===== src/rtl/rf_pkg.sv =====
// Shared definitions for the register-file writeback scheduler: default widths,
// writeback request record and requester identifiers.
package rf_pkg;

  localparam int DEF_D_WIDTH       = 32;
  localparam int DEF_ADDRESS_WIDTH = 5;
  localparam int NUM_REGS          = 2 ** DEF_ADDRESS_WIDTH;

  typedef struct packed {
    logic                         valid;
    logic [DEF_ADDRESS_WIDTH-1:0] rd;
    logic [DEF_D_WIDTH-1:0]       data;
  } wb_req_t;

  typedef enum logic {
    REQ_ALU = 1'b0,
    REQ_LSU = 1'b1
  } req_e;

endpackage


===== src/rtl/rr_arb2.sv =====
// Two-way round-robin arbiter; the priority pointer moves only when both
// requesters contend, so the loser of a conflict wins the next one.
module rr_arb2
  import rf_pkg::*;
(
  input  logic       clk,
  input  logic       rst,
  input  logic [1:0] req,
  output logic [1:0] gnt
);

  logic prio_lsu;

  always_comb begin
    gnt = req;
    if (req == 2'b11) begin
      gnt = prio_lsu ? 2'b10 : 2'b01;
    end
  end

  always_ff @(posedge clk or posedge rst) begin
    if (rst) begin
      prio_lsu <= 1'b0;
    end else if (req == 2'b11) begin
      prio_lsu <= gnt[REQ_ALU];
    end
  end

endmodule


===== src/rtl/rf_wb_scheduler.sv =====
// Register-file write-port scheduler: arbitrates ALU/LSU writebacks onto the
// single write port and keeps a busy scoreboard that stalls RAW/WAW hazards.
module rf_wb_scheduler
  import rf_pkg::*;
#(
  parameter int D_WIDTH       = DEF_D_WIDTH,
  parameter int ADDRESS_WIDTH = DEF_ADDRESS_WIDTH
) (
  input  logic                      clk,
  input  logic                      rst,
  input  logic                      issue_valid,
  input  logic [ADDRESS_WIDTH-1:0]  issue_rs1,
  input  logic [ADDRESS_WIDTH-1:0]  issue_rs2,
  input  logic [ADDRESS_WIDTH-1:0]  issue_rd,
  input  logic                      issue_rd_we,
  output logic                      issue_stall,
  input  logic                      alu_wb_valid,
  input  logic [ADDRESS_WIDTH-1:0]  alu_wb_rd,
  input  logic [D_WIDTH-1:0]        alu_wb_data,
  output logic                      alu_wb_ready,
  input  logic                      lsu_wb_valid,
  input  logic [ADDRESS_WIDTH-1:0]  lsu_wb_rd,
  input  logic [D_WIDTH-1:0]        lsu_wb_data,
  output logic                      lsu_wb_ready,
  output logic                      rf_wr_en,
  output logic [ADDRESS_WIDTH-1:0]  rf_a3,
  output logic [D_WIDTH-1:0]        rf_din,
  output logic [2**ADDRESS_WIDTH-1:0] busy_vec
);

  localparam int N = 2 ** ADDRESS_WIDTH;

  logic [N-1:0]             busy_q;
  logic [N-1:0]             busy_nxt;
  logic [1:0]               gnt;
  logic                     xfer;
  logic                     accept;
  logic [ADDRESS_WIDTH-1:0] wb_rd;
  logic [D_WIDTH-1:0]       wb_data;

  rr_arb2 u_arb (
    .clk (clk),
    .rst (rst),
    .req ({lsu_wb_valid, alu_wb_valid}),
    .gnt (gnt)
  );

  assign alu_wb_ready = gnt[REQ_ALU];
  assign lsu_wb_ready = gnt[REQ_LSU];
  assign xfer         = |gnt;
  assign wb_rd        = gnt[REQ_LSU] ? lsu_wb_rd   : alu_wb_rd;
  assign wb_data      = gnt[REQ_LSU] ? lsu_wb_data : alu_wb_data;

  // No bypass from the clearing writeback: the register file is written on the
  // following negedge, so a consumer issuing one cycle later already sees it.
  assign issue_stall = issue_valid &&
                       (busy_q[issue_rs1] || busy_q[issue_rs2] ||
                        (issue_rd_we && busy_q[issue_rd]));
  assign accept      = issue_valid && !issue_stall;

  always_comb begin
    busy_nxt = busy_q;
    if (xfer) begin
      busy_nxt[wb_rd] = 1'b0;
    end
    if (accept && issue_rd_we) begin
      busy_nxt[issue_rd] = 1'b1;
    end
    busy_nxt[0] = 1'b0;
  end

  always_ff @(posedge clk or posedge rst) begin
    if (rst) begin
      busy_q   <= '0;
      rf_wr_en <= 1'b0;
      rf_a3    <= '0;
      rf_din   <= '0;
    end else begin
      busy_q   <= busy_nxt;
      rf_wr_en <= xfer && (wb_rd != '0);
      if (xfer) begin
        rf_a3  <= wb_rd;
        rf_din <= wb_data;
      end
    end
  end

  assign busy_vec = busy_q;

endmodule

===== config.mk =====
export PLATFORM = sky130hd
export DESIGN_NAME = rf_wb_scheduler
export DESIGN_NICKNAME = d
export VERILOG_FILES = /design/src/rtl/rf_pkg.sv /design/src/rtl/rr_arb2.sv /design/src/rtl/rf_wb_scheduler.sv
export SDC_FILE = /design/constraint.sdc
export NUM_CORES = 1
export LEC_CHECK = 0
export ABC_AREA = 1
export BUFFER_PORTS_ARGS = -buffer_cell sky130_fd_sc_hd__clkbuf_2
export CAP_MARGIN = 20
export CORE_MARGIN = 2
export CORE_UTILIZATION = 50
export DETAILED_ROUTE_END_ITERATION = 12
export HOLD_SLACK_MARGIN = 0.05
export PLACE_DENSITY_LB_ADDON = 0.05
export SLEW_MARGIN = 20
export SYNTH_ARGS = -nofsm -noshare
export SYNTH_HDL_FRONTEND = slang
export SYNTH_HIERARCHICAL = 1
export SYNTH_SLANG_ARGS = --single-unit
export TNS_END_PERCENT = 5

===== constraint.sdc =====
create_clock -name clk -period 2.25 [get_ports clk]
set_input_delay 0.1125 -clock clk [delete_from_list [all_inputs] [get_ports clk]]
set_output_delay 0.1125 -clock clk [all_outputs]
set_load 0.05 [all_outputs]

==> metrics.cfg, run 1 <==
[run_status]
outcome=finished, final reports clean

[logic_synthesis]
yosys_warnings=6
netlist_instances=676
yosysUniqueCellTypes=28
synthMuxAreaShare=0
avgSynthCellArea_um2=6.68
async_reset_ff_frac=1.00
ys_ff_latch=70
synth_xor_area_frac=0
synth_nets=771
yosys.area_share.simple=0.443
synth_top_family_by_area=simple AND/OR/NAND/NOR gates
synth_edf_count=0
synthAdderAreaFrac=0
syn_area_mm2=0.00451
seq_area_frac_synth=0.388
synthFlopType=dfrtp_1
synth_compound_area_frac=0.0652

[worst_setup_path]
required_ns=2.53
regToRegSetupSlack_ns=0.13
worst-r2r-cell-count=8
critical_path_class=flip-flop to flip-flop
reg2reg_from=u_arb/prio_lsu
end_kind=flip-flop
cp_data_arrival_time_ns=2.40
start_kind=flip-flop
reg2reg_to=rf_din[29]
cp_max_fo=43

[drt]
post_drt_wl_per_cell_um=16.4
viasPerCell=5.50
drcViolationCount=0
routed_wl_um=16600
drt_iter0_drc=367
antenna_left=0
dr.pass1.iters=6
vias=5552

[sta]
setup_violations=0
hold_violations=0
fin_crit_sh=0.941
max_slew.worst_pin.slew_ns=0.515
min_period_ns=2.12
max_slew_margin=0.656
fin_skew_ns=0.0105
holdWs_ns=0.117
max_freq_ghz=0.473
finalMaxSlewViolations=0
rsz0062_at_grt=false
fin_setup_tns_ns=0

[global_routing]
track_usage=0.346
antenna_found_initial=0
grt_pass1_wl_um=27100
grt_pass1_vias=5549
grt_max_degree=49
grt_remaining_overflow=0

[placed_design]
place.port_buffers=166
dp_hpwl_um=11000
gp_congestion=0.958

[floorplanning]
die_area_mm2=0.00980
io_pins=168
die_h_um=99.0
start_util=0.518
die_w_um=99.0
rows=34
core_mm2=0.00872

[min_path]
min_to=u_arb/prio_lsu
whs_path_depth=4
min_from=lsu_wb_valid
min_path_type=primary input to flip-flop

[power]
p_per_area_mw_per_mm2=757
p_total_uw=4740
ir_worst_vdd_mv=0.505
cellLeakagePower_uw=0.00334

[clock_network]
htree_levels=3
cts-root-buf=clkbuf_8
cts_buffer_depth=2
cts_buffers=9
cts.sinks=70
clk_pin_slew_ns=0.08
worst_skew_pair.late_latency_ns=0.34
post-cts-setup-buffers=0
cts_tree=built

[layout]
layout_common_cells=nand2_1, clkbuf_2, nand3_1
nFillCells=683
drive_gt1_frac=0.251
num_antenna_cells=0
syn_to_final_growth_pct=38.6
final_common_cell=nand2_1
fin_nets=993

[job]
drv_cap=0

==> Yosys cell counts, types with 2 or more instances <==
cell type | number | area (µm²)
a21oi_1 | 2 | 10.0
buf_1 | 2 | 7.51
buf_2 | 4 | 20.0
buf_4 | 3 | 22.5
buf_6 | 10 | 113
clkbuf_1 | 14 | 52.6
dfrtp_1 | 70 | 1750
inv_1 | 59 | 221
nand2_1 | 235 | 882
nand2_2 | 2 | 12.5
nand3_1 | 150 | 751
nand3_2 | 10 | 100
nor2_1 | 38 | 143
nor2_2 | 2 | 12.5
nor3_1 | 8 | 40.0
o21ai_0 | 43 | 215
o21ai_1 | 9 | 45.0
or2_1 | 3 | 18.8
or2_2 | 3 | 18.8
==> per-layer routing <==
metal	part of all wire	track usage
met5	0	0
met4	0.048	0.183
met3	0.086	0.0716
met1	0.38	0.420
met2	0.48	0.578
==> what timing repair did <==
item                       4_1_cts  5_1_grt
setup endpoints to repair        0        5
hold endpoints to repair        54        0
gates resized for setup          0        7
hold buffers                    65        0
==> kinds of logic after synthesis <==
| logic type | Yosys count |
|---|---|
| AND/OR/NAND/NOR | 453 |
| buffers and inverters | 96 |
| flip-flops | 70 |
| AO/OA/AOI/OAI | 56 |
| other | 1 |
==> sequential cells by signal, summed over array words and instances, names as in the netlist <==
| register | count |
|---|---|
| rf_wr_en | 1 |
| busy_vec | 31 |
| u_arb/prio_lsu | 1 |
| rf_din | 32 |
| rf_a3 | 5 |
==> report_power, final <==
part           switching (µW)  internal [µW]  total, µW
Clock                     504            539       1040
Combinational            1410            597       2000
Sequential                234           1460       1690
==> worst max-delay path by stage <==
stage | startpoint | to | slack (ns)
floorplan | u_arb/prio_lsu | busy_vec[1] | 0.03
global placement | u_arb/prio_lsu | busy_vec[13] | 0.40
detailed placement | u_arb/prio_lsu | busy_vec[21] | 0.28
CTS | busy_vec[15] | issue_stall | 0.12
global route | busy_vec[3] | issue_stall | 0.0002
finish | u_arb/prio_lsu | rf_din[29] | 0.13
==> final cells by class <==
type                       instances  area, µm²  share of cell area
multi-input combinational        510       2320               0.370
clock inverter                     5       58.8             0.00940
clock buffer                      10        138              0.0220
tap                              108        135              0.0216
inverter                          62        235              0.0376
sequential                        70       1760               0.281
timing repair buffer             245       1620               0.258
==> metrics by stage <==
stage | utilization | area [µm²] | worst slack (ns) | std cells
6_report | 0.717 | 6260 | 0.134 | 1010
5_1_grt | 0.717 | 6260 | 0.000170 | 1010
4_1_cts | 0.716 | 6250 | 0.116 | 1010
3_5_place_dp | 0.619 | 5400 | 0.283 | 930
3_3_place_gp | 0.619 | 5400 | 0.402 | 930
2_1_floorplan | - | 4520 | 0.0257 | 676
==> critical path, stage by stage (launching register included) <==
cell and delay, ns:
dfrtp_1 0.39, inv_1 0.12, a21oi_4 0.08, buf_4 0.20
nor2_4 0.15, buf_6 0.30, nand2_1 0.12, nand3_1 0.11
dlygate4sd3_1 0.56
Note: power is estimated with default switching activity, not from simulation.
==> run 2, diff against run 1 <==
ABC_AREA = not set   (was 1)
CORE_UTILIZATION = 49   (was 50)
==> metrics.cfg, run 2 <==
[logic_synthesis]
synth_area_leader_cell=dfrtp_1
synthFlopType=dfrtp_1
yosys_warnings=6
synth.most_common_cell=nand2_1
seq_area_frac_synth=0.420
yosysUniqueCellTypes=50
ys_ff_latch=70
async_reset_ff_frac=1.00
yosys-top-cells-area=dfrtp_1, mux2i_1, o21ai_0
synth.top_cell.area_share=0.420
netlist_instances=444
avgSynthCellArea_um2=9.40
synth_common_cells=nand2_1, dfrtp_1, o21ai_0, mux2i_1, o21ai_1
synth_edf_count=0
syn_area_mm2=0.00417
synth_nets=539

[sta]
fin_setup_tns_ns=-0.209
rsz0062_at_grt=true
min_period_ns=2.46
layout_setup_ws_ns=-0.209
setup_violations=1
fin_crit_sh=1.09
hold_violations=0
max_slew.worst_pin.slew_ns=0.990
max_slew_margin=0.335
finalMaxSlewViolations=0
fin_skew_ns=0.00630
max_freq_ghz=0.407

[power]
clockPowerShare=0.189
switching_share=0.471
combPwrFrac=0.480
pwr-share-seq=0.332
ir_worst_vdd_mv=0.565
p_per_area_mw_per_mm2=923
cellLeakagePower_uw=0.00285
power.internal_uw=2890
p_switching_uw=2570
p_total_uw=5450

[floorplanning]
die_w_um=96.3
start_util=0.508
core_mm2=0.00822
die_h_um=96.3
die_area_mm2=0.00927
rows=33
io_pins=168

[clock_network]
cts.sinks=70
cts_tree=built
cts-root-buf=clkbuf_8
worst_skew_pair.late_latency_ns=0.35
clk_pin_slew_ns=0.07
cts_buffer_depth=2
htree_levels=3
cts_buffers=9

[placed_design]
placed_area_mm2=0.00520
gp_congestion=0.944
place.port_buffers=166
dp_hpwl_um=9540

[layout]
multi_input_area_mm2=0.00230
final_common_cell=clkbuf_2
nFillCells=672
regArea_mm2=0.00176
layout_common_cells=clkbuf_2, nand2_1, o21ai_0
fin_nets=757
largest_register=rf_din
drive_gt1_frac=0.364
syn_to_final_growth_pct=41.6
finish.utilization=0.719
final_area_mm2=0.00591
largest_register_ffs=32
num_antenna_cells=0

[drt]
drt_iter0_drc=282
viasPerCell=5.73
antenna_left=0
routed_wl_um=13600
drcViolationCount=0
dr.pass1.iters=5
post_drt_wl_per_cell_um=17.6
vias=4426

[worst_setup_path]
regToRegSetupSlack_ns=0.05
end_kind=output pin
cp_max_fo=5
cp_data_arrival_time_ns=2.35
required_ns=2.14
start_kind=flip-flop
critical_path_class=flip-flop to output pin

[global_routing]
grt_remaining_overflow=0
grt_pass1_wl_um=21300
grt_max_degree=37
track_usage=0.306
grt_pass1_vias=4233
antenna_found_initial=0

[min_path]
min_path_type=primary input to flip-flop

[run_status]
violations=setup timing
outcome=finished, violations left

[job]
drv_cap=0

==> run 2: logic make-up (layout without fill, tap and decap cells) <==
logic type	Yosys count	after routing	share of synthesized area
buffers and inverters	40	263	0.0414
flip-flops	70	70	0.420
XOR/XNOR	1	1	0.00210
AO/OA/AOI/OAI	125	125	0.170
other	1	1	0.000899
AND/OR/NAND/NOR	132	132	0.146
multiplexers	75	75	0.220
==> run 2: worst max-delay path, stage by stage (launching register included) <==
cell      delay [ns]
dfrtp_1         0.43
mux4_2          0.49
o2111a_1        0.28
nor4_4          0.31
o211ai_1        0.16
and2_1          0.19
buf_8           0.15
==> run 2: what timing repair did <==
action / CTS / global route
setup buffers: 5 / 1
gates resized for setup: 7 / 7
hold endpoints to repair: 58 / 0
endpoints found under the setup margin: 5 / 32
pin swaps: 5 / 6
hold buffers: 42 / 0
==> run 2: routing by layer <==
layer / vias to the layer above / GRT usage / part of all wire
li1: 2024 / - / -
met1: 2123 / 0.411 / 0.40
met2: 241 / 0.497 / 0.48
met3: 38 / 0.0681 / 0.097
met4: 0 / 0.0917 / 0.024
met5: - / 0 / 0
==> run 2: final cells by class <==
| type | count | share of cell area |
|---|---|---|
| Clock inverter | 5 | 0.00995 |
| Inverter | 9 | 0.00572 |
| Clock buffer | 11 | 0.0239 |
| Sequential cell | 70 | 0.297 |
| Timing Repair Buffer | 238 | 0.252 |
| Multi-Input combinational cell | 334 | 0.389 |
| Tap cell | 105 | 0.0222 |
==> run 2: metrics by stage <==
step	instances	hold slack, ns	setup WS (ns)
final	772	0.0530	-0.209
after global routing	772	0.0638	-0.297
after CTS	771	0.0563	-0.222
after detailed placement	708	-0.0468	0.0152
after global placement	708	-0.0504	0.0154
after floorplan	444	-0.159	0.0115
==> run 2: final timing paths <==
kind | end | depth (start not counted) | startpoint
setup / recovery | issue_stall | 6 | busy_vec[28]
hold / removal | rf_wr_en | 3 | alu_wb_rd[1]
setup reg to reg | busy_vec[29] | 6 | busy_vec[28]
hold reg to reg | rf_a3[4] | 2 | rf_a3[4]
max in group asynchronous | busy_vec[15] | 4 | rst
min in group asynchronous | u_arb/prio_lsu | 3 | rst
==> run 2: power groups by stage <==
stage               clock [µW]  sequential [µW]  combinational (µW)
global placement             0             1820                2420
finish                    1030             1810                2620
global route              1110             1840                2780
floorplan                    0             2780                 795
CTS                       1050             1800                2580
detailed placement           0             1820                2460
==> run 3, diff against run 2 <==
CELL_PAD_IN_SITES_DETAIL_PLACEMENT = 1   (was not set)
CELL_PAD_IN_SITES_GLOBAL_PLACEMENT = 1   (was not set)
CORE_UTILIZATION = 36   (was 49)
GPL_TIMING_DRIVEN = 0   (was not set)
==> metrics.cfg, run 3 (synthesis results as in run 2) <==
[layout]
nFillCells=1351
largest_register=rf_din
final_common_cell=clkbuf_2
largest_register_ffs=32
final_area_mm2=0.00602
num_antenna_cells=0
fin_nets=753
drive_gt1_frac=0.380
finish.utilization=0.530
syn_to_final_growth_pct=44.4
layout_common_cells=clkbuf_2, nand2_1, o21ai_0

[floorplanning]
rows=39
die_area_mm2=0.0125
io_pins=168
start_util=0.367
die_w_um=112
core_mm2=0.0114
die_h_um=112

[worst_setup_path]
critical_path_class=flip-flop to output pin
cpMostUsedCell=o211ai_1
regToRegSetupSlack_ns=0
crit_family=multiplexers
cp_max_fo=5
crit_path_max_incr_delay_ns=0.51
start_kind=flip-flop
end_kind=output pin
crit_chain=mux4_2 -> mux2i_2 -> nand3b_1 -> o211ai_1 -> buf_4 -> o211ai_1 -> and2_1 -> buf_8
worst-path-buf-inv=2
required_ns=2.14
worst_path_max_delay_cell=mux4_2
cp_data_arrival_time_ns=2.27

[placed_design]
placed_area_mm2=0.00518
place.port_buffers=157
gp_congestion=0.843
pre_cts_ws_ns=-0.269
dp_hpwl_um=11500

[run_status]
violations=setup timing
outcome=finished, violations left

[drt]
antenna_left=0
routed_wl_um=15900
vias=4391
drcViolationCount=0
post_drt_wl_per_cell_um=19.8
drt_iter0_drc=278
viasPerCell=5.45
dr.pass1.iters=5

[power]
cellLeakagePower_uw=0.00283
p_per_area_mw_per_mm2=1000
ir_worst_vdd_mv=0.514

[clock_network]
clk_pin_slew_ns=0.06
htree_levels=3
cts.sinks=70
cts_buffer_depth=2
worst_skew_pair.late_latency_ns=0.33
cts_buffers=9
cts_tree=built
cts-root-buf=clkbuf_16

[sta]
min_period_ns=2.39
rsz0062_at_grt=true
max_slew_margin=0.322
max_freq_ghz=0.419
holdWs_ns=0.0576
layout_setup_ws_ns=-0.137
fin_crit_sh=1.06
setup_violations=1
fin_skew_ns=0.00746
hold_violations=0
max_slew.worst_pin.slew_ns=1.01
fin_setup_tns_ns=-0.137
finalMaxSlewViolations=0

[global_routing]
grt_pass1_wl_um=25300
track_usage=0.258
antenna_found_initial=0
grt_max_degree=41
grt_remaining_overflow=0
grt_pass1_vias=4731

[min_path]
min_path_type=primary input to flip-flop

[job]
drv_cap=0

-- run 3: cell count changes in the layout (fill, tap and decap cells not counted), moves of 4 or more --
cell	previous run	this run
clkbuf_16	0	9
dfrtp_1	66	57
clkbuf_1	1	11
clkbuf_8	10	2
buf_4	29	14
clkbuf_2	165	161
buf_2	0	8
dlygate4sd3_1	42	33
dfrtp_2	4	13
-- run 3: metal layers --
layer	part of all wire	routed length [µm]	track usage	vias up
met5	0	0	0	-
met4	0.023	365	0.0815	0
met3	0.057	901	0.0517	26
met2	0.48	7720	0.424	151
met1	0.44	6950	0.345	2188
li1	-	-	-	2026
-- run 3: worst paths after layout --
kind,to,depth (start not counted),from
min,rf_wr_en,3,lsu_wb_rd[1]
max,issue_stall,8,busy_vec[6]
max reg2reg,busy_vec[16],7,busy_vec[18]
min in group asynchronous,u_arb/prio_lsu,3,rst
max in group asynchronous,busy_vec[13],4,rst
min reg2reg,rf_a3[1],2,rf_a3[1]
-- run 3: what timing repair did --
item,4_1_cts,5_1_grt
pin swaps,5,1
hold endpoints to repair,62,0
setup endpoints to repair,63,46
buffers inserted,6,7
resized for setup,17,21
hold buffers,33,0
-- run 3: final cells by class --
cell class | count | area [µm²] | area share
inverter | 9 | 36.3 | 0.00602
tap | 143 | 179 | 0.0297
sequential | 70 | 1770 | 0.294
clock buffer | 11 | 253 | 0.0420
timing repair buffer | 204 | 1240 | 0.206
buffer | 30 | 151 | 0.0251
clock inverter | 5 | 81.3 | 0.0135
multi-input combinational | 334 | 2310 | 0.384
-- run 3: power breakdown --
group | total, µW | switching (µW) | internal [µW]
logic | 2610 | 1860 | 753
clock network | 1580 | 550 | 1030
registers | 1850 | 287 | 1560
-- run 3: tightest hold or removal path, stage by stage --
cell      delay (ns)
clkbuf_2        0.09
o31ai_1         0.07
nand2_1         0.08
-- run 3: through the flow --
stage,total power [µW],instances
floorplan,3570,444
global placement,4260,744
detailed placement,4330,745
CTS,6000,799
global route,6330,806
finish,6040,806
